===== src/rtl/nes_poll_scheduler.sv =====
// nes_poll_scheduler: round-robin poll engine sharing one NES serial reader
// between two controller ports, fed by an auto-poll timer and per-port requests.
// Optional build macro: NES_EDGE_DETECT_EN adds press0/press1 (new-press masks).
//
// state  | meaning
// IDLE   | waiting for a pending port while en is high
// LATCH  | shared latch high for two ticks, bit 0 sampled on the last cycle
// CLK_HI | granted port shift clock high for one tick
// CLK_LO | shift clock low for one tick, next bit sampled on the last cycle
// DONE   | one cycle: publish snapshot, strobe valid, restart the poll timer
module nes_poll_scheduler #(
    parameter int CLK_DIV    = 300,
    parameter int POLL_TICKS = 1389
) (
    input  logic       clk,
    input  logic       reset,
    input  logic       en,
    input  logic [1:0] poll_req,
    input  logic [1:0] nes_d,
    output logic       nes_latch,
    output logic [1:0] nes_clk,
    output logic [7:0] btn0,
    output logic [7:0] btn1,
`ifdef NES_EDGE_DETECT_EN
    output logic [7:0] press0,
    output logic [7:0] press1,
`endif
    output logic [1:0] valid,
    output logic       busy
);

    localparam int DIV_W = $clog2(CLK_DIV);
    localparam int PT_W  = $clog2(POLL_TICKS + 1);
    localparam logic [DIV_W-1:0] DIV_LAST = DIV_W'(CLK_DIV - 1);
    localparam logic [PT_W-1:0]  PT_LAST  = PT_W'(POLL_TICKS - 1);

    typedef enum logic [2:0] {IDLE, LATCH, CLK_HI, CLK_LO, DONE} state_t;

    state_t           state, state_nx;
    logic [DIV_W-1:0] tick_cnt;
    logic [DIV_W-1:0] idle_div;
    logic [PT_W-1:0]  poll_cnt;
    logic             poll_hold;
    logic             gnt;
    logic             last;
    logic [1:0]       pending, pend_nx;
    logic [2:0]       bit_cnt;
    logic [7:0]       sr, sr_nx;
    logic             grant, grant_port;
    logic             shift_now, word_done;
    logic             tick_end, idle_tick, poll_fire;

    assign tick_end  = (tick_cnt == DIV_LAST);
    // The idle prescaler is separate because the sequence tick counter is frozen in IDLE.
    assign idle_tick = (state == IDLE) && en && !poll_hold && (idle_div == DIV_LAST);
    assign poll_fire = idle_tick && (poll_cnt == PT_LAST);
    // Controller data is active-low; the snapshot is active-high, first bit ends up in [0].
    assign sr_nx     = {~nes_d[gnt], sr[7:1]};

    // State register.
    always_ff @(posedge clk or negedge reset) begin
        if (!reset) state <= IDLE;
        else        state <= state_nx;
    end

    // Next-state, arbitration and sampling strobes.
    always_comb begin
        state_nx   = state;
        grant      = 1'b0;
        grant_port = gnt;
        shift_now  = 1'b0;
        word_done  = 1'b0;
        case (state)
            IDLE: begin
                if (en && (pending != 2'b00)) begin
                    grant      = 1'b1;
                    grant_port = (pending == 2'b11) ? ~last : pending[1];
                    state_nx   = LATCH;
                end
            end
            LATCH: begin
                if (tick_end && (bit_cnt == 3'd1)) begin
                    shift_now = 1'b1;
                    state_nx  = CLK_HI;
                end
            end
            CLK_HI: begin
                if (tick_end) state_nx = CLK_LO;
            end
            CLK_LO: begin
                if (tick_end) begin
                    shift_now = 1'b1;
                    if (bit_cnt == 3'd7) begin
                        word_done = 1'b1;
                        state_nx  = DONE;
                    end else begin
                        state_nx = CLK_HI;
                    end
                end
            end
            DONE:    state_nx = IDLE;
            default: state_nx = IDLE;
        endcase
    end

    // Pending bits: a request arriving in the grant cycle is kept, not lost.
    always_comb begin
        pend_nx = pending | poll_req;
        if (grant)     pend_nx[grant_port] = poll_req[grant_port];
        if (poll_fire) pend_nx[~last]      = 1'b1;
    end

    // Sequence datapath: granted port, tick counter, bit index, shift register.
    always_ff @(posedge clk or negedge reset) begin
        if (!reset) begin
            gnt      <= 1'b0;
            tick_cnt <= '0;
            bit_cnt  <= '0;
            sr       <= '0;
        end else begin
            if (grant) begin
                gnt      <= grant_port;
                tick_cnt <= '0;
                bit_cnt  <= '0;
            end else if (state != IDLE) begin
                tick_cnt <= tick_end ? '0 : tick_cnt + DIV_W'(1);
                // In LATCH bit_cnt counts the two latch ticks, then doubles as the bit index.
                if (state == LATCH && tick_end)
                    bit_cnt <= 3'd1;
                else if (state == CLK_LO && tick_end && bit_cnt != 3'd7)
                    bit_cnt <= bit_cnt + 3'd1;
            end
            if (shift_now) sr <= sr_nx;
        end
    end

    // Auto-poll timer, pending bits and round-robin history.
    always_ff @(posedge clk or negedge reset) begin
        if (!reset) begin
            idle_div  <= '0;
            poll_cnt  <= '0;
            poll_hold <= 1'b0;
            pending   <= 2'b00;
            last      <= 1'b1;
        end else begin
            pending <= pend_nx;
            if (state == DONE) begin
                last      <= gnt;
                idle_div  <= '0;
                poll_cnt  <= '0;
                poll_hold <= 1'b0;
            end else if ((state == IDLE) && en && !poll_hold) begin
                if (idle_tick) begin
                    idle_div <= '0;
                    if (poll_fire) begin
                        poll_cnt  <= '0;
                        poll_hold <= 1'b1;
                    end else begin
                        poll_cnt <= poll_cnt + PT_W'(1);
                    end
                end else begin
                    idle_div <= idle_div + DIV_W'(1);
                end
            end
        end
    end

    // Registered pin and consumer outputs, decoded from the next state.
    always_ff @(posedge clk or negedge reset) begin
        if (!reset) begin
            nes_latch <= 1'b0;
            nes_clk   <= 2'b00;
            busy      <= 1'b0;
            valid     <= 2'b00;
            btn0      <= 8'h00;
            btn1      <= 8'h00;
`ifdef NES_EDGE_DETECT_EN
            press0    <= 8'h00;
            press1    <= 8'h00;
`endif
        end else begin
            nes_latch <= (state_nx == LATCH);
            busy      <= (state_nx != IDLE);
            nes_clk   <= (state_nx == CLK_HI) ? (gnt ? 2'b10 : 2'b01) : 2'b00;
            valid     <= word_done ? (gnt ? 2'b10 : 2'b01) : 2'b00;
            if (word_done && !gnt) btn0 <= sr_nx;
            if (word_done && gnt)  btn1 <= sr_nx;
`ifdef NES_EDGE_DETECT_EN
            press0    <= (word_done && !gnt) ? (sr_nx & ~btn0) : 8'h00;
            press1    <= (word_done && gnt)  ? (sr_nx & ~btn1) : 8'h00;
`endif
        end
    end

endmodule


===== config.mk =====
export PLATFORM = sky130hd
export DESIGN_NAME = nes_poll_scheduler
export DESIGN_NICKNAME = d
export VERILOG_FILES = /design/src/rtl/nes_poll_scheduler.sv
export SDC_FILE = /design/constraint.sdc
export NUM_CORES = 1
export LEC_CHECK = 0
export ABC_AREA = 1
export CORE_MARGIN = 1.5
export CORE_UTILIZATION = 40
export DETAILED_ROUTE_END_ITERATION = 12
export SYNTH_ARGS = -nofsm -noshare
export SYNTH_HDL_FRONTEND = slang
export SYNTH_SLANG_ARGS = --single-unit
export TNS_END_PERCENT = 10

===== constraint.sdc =====
create_clock -name clk -period 1.8 [get_ports clk]
set_input_delay 0.27 -clock clk [delete_from_list [all_inputs] [get_ports clk]]
set_output_delay 0.27 -clock clk [all_outputs]
set_load 0.1 [all_outputs]

==> results by group, run 1 <==
Floorplan
  – Overall die area: 9530 µm²
  – Number of placed I/O pins: 29
  – Starting utilization of the core area: 41.3%
  – Die outline width: 97.6 µm
  – Height of the die: 97.6 µm
  – Core Footprint: 8680 µm²
  – Cell Rows: 34

Setup path
  – Worst Setup Start Kind: flip-flop
  – Endpoint arrival time on the critical path: 1.83 ns
  – Peak fanout along the critical path: 9
  – Crit Path Class: reg -> reg
  – Critical path endpoint category: flip-flop
  – Register-to-register setup slack: 0.19 ns
  – Required @ worst endpoint: 2.02 ns

Outcome
  – Run status: complete, no violations

GRT
  – Tot GR Track Use: 16.8%
  – Global-route wire length before repair: 13,000 µm
  – Antenna violations before repair: 0
  – Maximum number of pins on one net before global-route repair: 40
  – Number of global-route vias before repair: 2,778
  – Congestion Overflow GR: 0

Timing
  – Worst Tran Pin Value: 0.492 ns
  – Minimum setup slack in the final design: 0.188 ns
  – Max frequency: 0.620 GHz
  – Unrepaired setup endpoints after global routing: false
  – Number of max-slew violations in the final report: 0
  – Count of final hold-check violations: 0
  – Final setup viols: 0
  – Share of the clock period used by the worst path after layout: 89.6%
  – Minimum period implied by the final worst setup slack: 1.61 ns
  – Worst hold margin: 0.472 ns
  – Post-route setup TNS: 0 ns
  – Final worst clock skew: 0.0117 ns
  – Rel. slew slack: 67.2%

Finish
  – Commonest cells after routing, fill and taps aside: 105 x nand2_1, 68 x dfrtp_1, 64 x inv_1
  – Commonest non-fill, non-tap cell in the layout: nand2_1
  – Antenna diodes: 0
  – Area added between synthesis and finish: 15.8%
  – Final standard cell area without fillers: 4150 µm²
  – End-of-flow core utilization: 47.8%
  – Layout cell share with drive strength beyond 1: 17.4%
  – Number of nets in the final layout: 485
  – Final cell count without fillers: 584

Synthesis
  – Nets in the synthesized netlist: 446
  – Post-synthesis cell type count: 33
  – Synthesized instance count: 432
  – Post-synth top area cell: dfrtp_1
  – Syn Area/Cell: 8.29 µm²
  – Sequential share of the synthesized area: 48.2%
  – FF+latch count, synth: 69
  – Top cell type's share of synthesized area: 47.5%
  – Mapped cell area: 3580 µm²
  – Count of synthesis-stage warnings from yosys: 0
  – Leading post-synthesis cells by cell area: dfrtp_1 48%, nand2_1 11%, inv_1 6.7%

Placed design
  – Area post-placement: 3950 µm²
  – Cell total after placement: 567
  – Number of I/O port buffers: 28
  – Final RePlAce weighted congestion: 0.832
  – Minimum setup slack after placement: 0.129 ns
  – DPL Wire Length: 5240 µm

CTS
  – # H-tree levels: 3
  – Cell at the root of the clock tree: clkbuf_8
  – Reg clk slew, reported paths: 0.08 ns
  – Number of CTS-inserted buffers: 9
  – Clk_lat worst skew: 0.35 ns
  – Clock sinks: 69
  – Post-CTS repair timing setup buffer count: 0
  – Maximum clock insertion buffer count: 2
  – Clock tree from TritonCTS: built

Detailed routing
  – Initial drt markers: 157
  – Detailed-route vias per instance: 4.83
  – Total number of vias: 2,818
  – First drt pass iteration count: 4
  – Post-route DRC violation count: 0
  – Antenna-violating nets left: 0
  – Wire per inst: 12.3 µm
  – Detailed Route WL: 7200 µm

Power
  – Total chip power: 2.73 mW
  – Static leakage: 2.09 nW
  – Total power per unit cell area: 657 nW/µm²
  – VDD IR max: 0.000358 V

Min path
  – Min-Delay Path Class: in -> async

Flow run
  – Max-cap violations: 0
sequential cells by signal, summed over array words and instances (netlist names):
name and flops:
btn1 8, btn0 8, last 1, idle_div 9
busy 1, gnt 1, poll_hold 1, state 3
bit_cnt 3, pending 2, valid 2, nes_latch 1
nes_clk 2, tick_cnt 9, poll_cnt 11, sr 7
worst max-delay path, cell delays in order (launching register included):
cell,delay [ns]
dfrtp_1,0.38
inv_1,0.16
nand3_2,0.13
inv_1,0.10
nand3_2,0.14
nor2_4,0.17
nor2_2,0.09
buf_4,0.18
nand2_1,0.05
o21ai_0,0.08
cell type report:
type                    count  area (µm²)
fillers                   860        4530
flip-flops and latches     69        1730
multi-input cells         289        1550
repair buffers             36         308
inverters                  66         248
well taps                 108         135
clock buffers              10         128
clock inverters             6        48.8
layer usage:
metal,global-route usage (%),part of all wire [%],vias to the layer above
met3,3.88,4.0,11
li1,-,-,1471
met1,22.0,49,1294
met4,6.26,1.5,0
met5,0,0,-
met2,27.0,46,42
path summary, 6_finish.rpt:
kind	startpoint	cells after the start	endpoint
worst max register to register	state[0]	9	poll_cnt[10]
worst min-delay path	reset	3	tick_cnt[8]
min in group clk	btn0[0]	2	btn0[0]
max in group asynchronous	reset	3	sr[7]
worst min register to register	btn0[0]	2	btn0[0]
worst max-delay path	state[0]	9	poll_cnt[10]
cell usage after synthesis, drive strengths merged:
| library cell | count |
|---|---|
| nor3 | 10 |
| o22ai | 5 |
| dfstp | 1 |
| and3 | 1 |
| nand4 | 14 |
| inv | 65 |
| nor4 | 1 |
| and2 | 1 |
| o21ai | 39 |
| nand3 | 40 |
| xnor2 | 1 |
| nand3b | 1 |
| clkbuf | 1 |
| or2 | 1 |
| a21oi | 12 |
| buf | 7 |
| nor2 | 33 |
| clkinv | 1 |
| xor2 | 10 |
| ha | 7 |
| nand2 | 113 |
| dfrtp | 68 |
cells by family (layout without fill, tap and decap cells):
group	count (synthesis)	in the layout	share of synthesized area, %
AO/OA/AOI/OAI	56	56	9.68
XOR/XNOR	11	11	2.69
adder cells (fa/ha/maj)	7	7	2.44
buffers and inverters	74	118	8.77
flip-flops	69	69	48.2
AND/OR/NAND/NOR	215	215	28.2
power by group:
group          leakage [nW]  internal [mW]         switching (mW)
Clock                0.0791          0.509                  0.617
Combinational          1.14         0.0153                 0.0351
Sequential            0.867           1.55  0.0000000000000000774
Total                  2.09           2.07                  0.652
repair_timing:
action / CTS / global route
resized for setup: 0 / 4
hold buffers: 1 / 0
endpoints found under the hold margin: 49 / 0
setup endpoints to repair: 0 / 3
Power figures use the tool's default switching activity.
==> run 2, diff against run 1 <==
==> constraint.sdc (replaced) <==
create_clock -name clk -period 1.8 [get_ports clk]
set_input_delay 0.36 -clock clk [delete_from_list [all_inputs] [get_ports clk]]
set_output_delay 0.36 -clock clk [all_outputs]
set_load 0.1 [all_outputs]
==> run 2 against run 1 <==
  * Critical path depth fell by 2
  * Core utilization is 3.9 points higher
  * Sequential share of layout area shrank 3.2 points
  * Global-route usage increased by 0.79 points
  * Highest routed layer unchanged
==> results by group, run 2 (same netlist as run 1, synthesis figures left out) <==
GRT
  – Antenna violations before repair: 0
  – Global-route wire length before repair: 13,700 µm
  – Congestion Overflow GR: 0
  – Number of global-route vias before repair: 3,021
  – Tot GR Track Use: 17.6%
  – Maximum number of pins on one net before global-route repair: 70

CTS
  – Reg clk slew, reported paths: 0.07 ns
  – Cell at the root of the clock tree: clkbuf_8
  – # H-tree levels: 3
  – Maximum clock insertion buffer count: 2
  – Number of CTS-inserted buffers: 9
  – Clock sinks: 69
  – Clk_lat worst skew: 0.34 ns
  – Post-CTS repair timing setup buffer count: 0
  – Clock tree from TritonCTS: built

Power
  – Static leakage: 2.20 nW
  – Relative contribution of sequential cells to total power: 51.5%
  – Total power per unit cell area: 670 nW/µm²
  – Total chip power: 3.01 mW
  – Share of total power in the clock network: 46.8%
  – VDD IR max: 0.000414 V
  – Switching share of power: 20.9%
  – Combinational power share: 1.7%
  – Net switching power of the design: 0.629 mW
  – Internal: 2.38 mW

Finish
  – Combined flip-flop and latch cell area: 1730 µm²
  – Combined area of the multi-input logic cells: 1560 µm²
  – Layout cell share with drive strength beyond 1: 18.4%
  – Flip-flop count of the largest register, all copies and words added: 11
  – Most flop-heavy register: poll_cnt
  – Largest registers: poll_cnt (11), idle_div (9), tick_cnt (9)
  – Fillers: 831
  – Antenna diodes: 0
  – Number of nets in the final layout: 487
  – Area added between synthesis and finish: 25.3%
  – Commonest cells after routing, fill and taps aside: 106 x nand2_1, 68 x dfrtp_1, 63 x inv_1
  – Final cell count without fillers: 586
  – Commonest non-fill, non-tap cell in the layout: nand2_1

Detailed routing
  – Detailed-route vias per instance: 4.86
  – Initial drt markers: 149
  – Wire per inst: 12.8 µm
  – First drt pass iteration count: 4
  – Detailed Route WL: 7510 µm
  – Post-route DRC violation count: 0
  – Total number of vias: 2,846
  – Antenna-violating nets left: 0

Timing
  – Rel. slew slack: 74.3%
  – Final setup viols: 0
  – Unrepaired setup endpoints after global routing: false
  – Number of max-slew violations in the final report: 0
  – Post-route setup TNS: 0 ns
  – Worst hold margin: 0.0203 ns
  – Count of final hold-check violations: 0
  – Share of the clock period used by the worst path after layout: 90.2%
  – Minimum period implied by the final worst setup slack: 1.62 ns
  – Final worst clock skew: 0.00867 ns
  – Max frequency: 0.616 GHz
  – Worst Tran Pin Value: 0.384 ns
  – Minimum setup slack in the final design: 0.177 ns

Setup path
  – Required @ worst endpoint: 2.07 ns
  – Beginning of the critical path: bit_cnt[0]
  – Endpoint arrival time on the critical path: 1.89 ns
  – Start of the worst register-to-register path: bit_cnt[0]
  – Worst Setup Start Kind: flip-flop
  – Peak fanout along the critical path: 6
  – Crit Path Class: reg -> reg
  – Critical path endpoint category: flip-flop

Floorplan
  – Height of the die: 97.6 µm
  – Core Footprint: 8680 µm²
  – Cell Rows: 34
  – Die outline width: 97.6 µm
  – Overall die area: 9530 µm²
  – Starting utilization of the core area: 41.3%
  – Number of placed I/O pins: 29

Placed design
  – DPL Wire Length: 5390 µm
  – Final RePlAce weighted congestion: 0.834
  – Minimum setup slack after placement: -0.109 ns
  – Cell total after placement: 570
  – Number of I/O port buffers: 28

Min path
  – Min-Delay Path Class: in -> async

Flow run
  – Max-cap violations: 0

Outcome
  – Run status: complete, no violations
==> run 2: critical path, cell delays in order, from the launching register on <==
cell and delay [ns]:
dfrtp_1 0.42, ha_1 0.23, ha_1 0.19, inv_1 0.18
nand3_2 0.16, nand3_1 0.17, nand2_1 0.08, nor2_1 0.11
==> run 2: stage by stage <==
stage               utilization, %  cell area, µm²
floorplan                        -            3580
global placement              48.9            4250
detailed placement            48.9            4250
CTS                           51.5            4470
global route                  51.7            4490
finish                        51.7            4490
==> run 2: routing by layer <==
metal,vias up,part of all wire (%),GRT usage (%)
li1,1473,-,-
met1,1322,47,21.5
met2,40,47,28.9
met3,11,4.5,5.68
met4,0,1.5,6.59
met5,-,0,0
==> run 2: power by group through the flow <==
stage               Combinational (mW)  Sequential (mW)  Clock [mW]
finish                          0.0506             1.55        1.41
global placement                0.0546             1.58           0
detailed placement              0.0549             1.58           0
global route                    0.0597             1.55        1.52
floorplan                      0.00261             1.58           0
CTS                             0.0547             1.55        1.46
==> run 2: path summary, 6_finish.rpt <==
| kind | cells after the start | end | slack (ns) |
|---|---|---|---|
| max in group asynchronous | 2 | last | 1.44 |
| hold / removal | 2 | tick_cnt[8] | 0.02 |
| setup reg to reg | 7 | nes_clk[0] | 0.18 |
| hold reg to reg | 2 | sr[7] | 0.49 |
| min in group clk | 2 | sr[7] | 0.49 |
| setup / recovery | 7 | nes_clk[0] | 0.18 |
==> run 2: timing repair <==
item                       4_1_cts  5_1_grt
hold buffers                     0        0
setup endpoints to repair        0       20
resized for setup                0        7
==> run 2: final cells by class <==
| type | count | area share, % |
|---|---|---|
| clock inverter | 6 | 1.92 |
| tap | 108 | 3.01 |
| sequential | 69 | 38.5 |
| multi-input combinational | 289 | 34.7 |
| clock buffer | 10 | 3.07 |
| inverter | 66 | 5.52 |
| timing repair buffer | 38 | 13.3 |
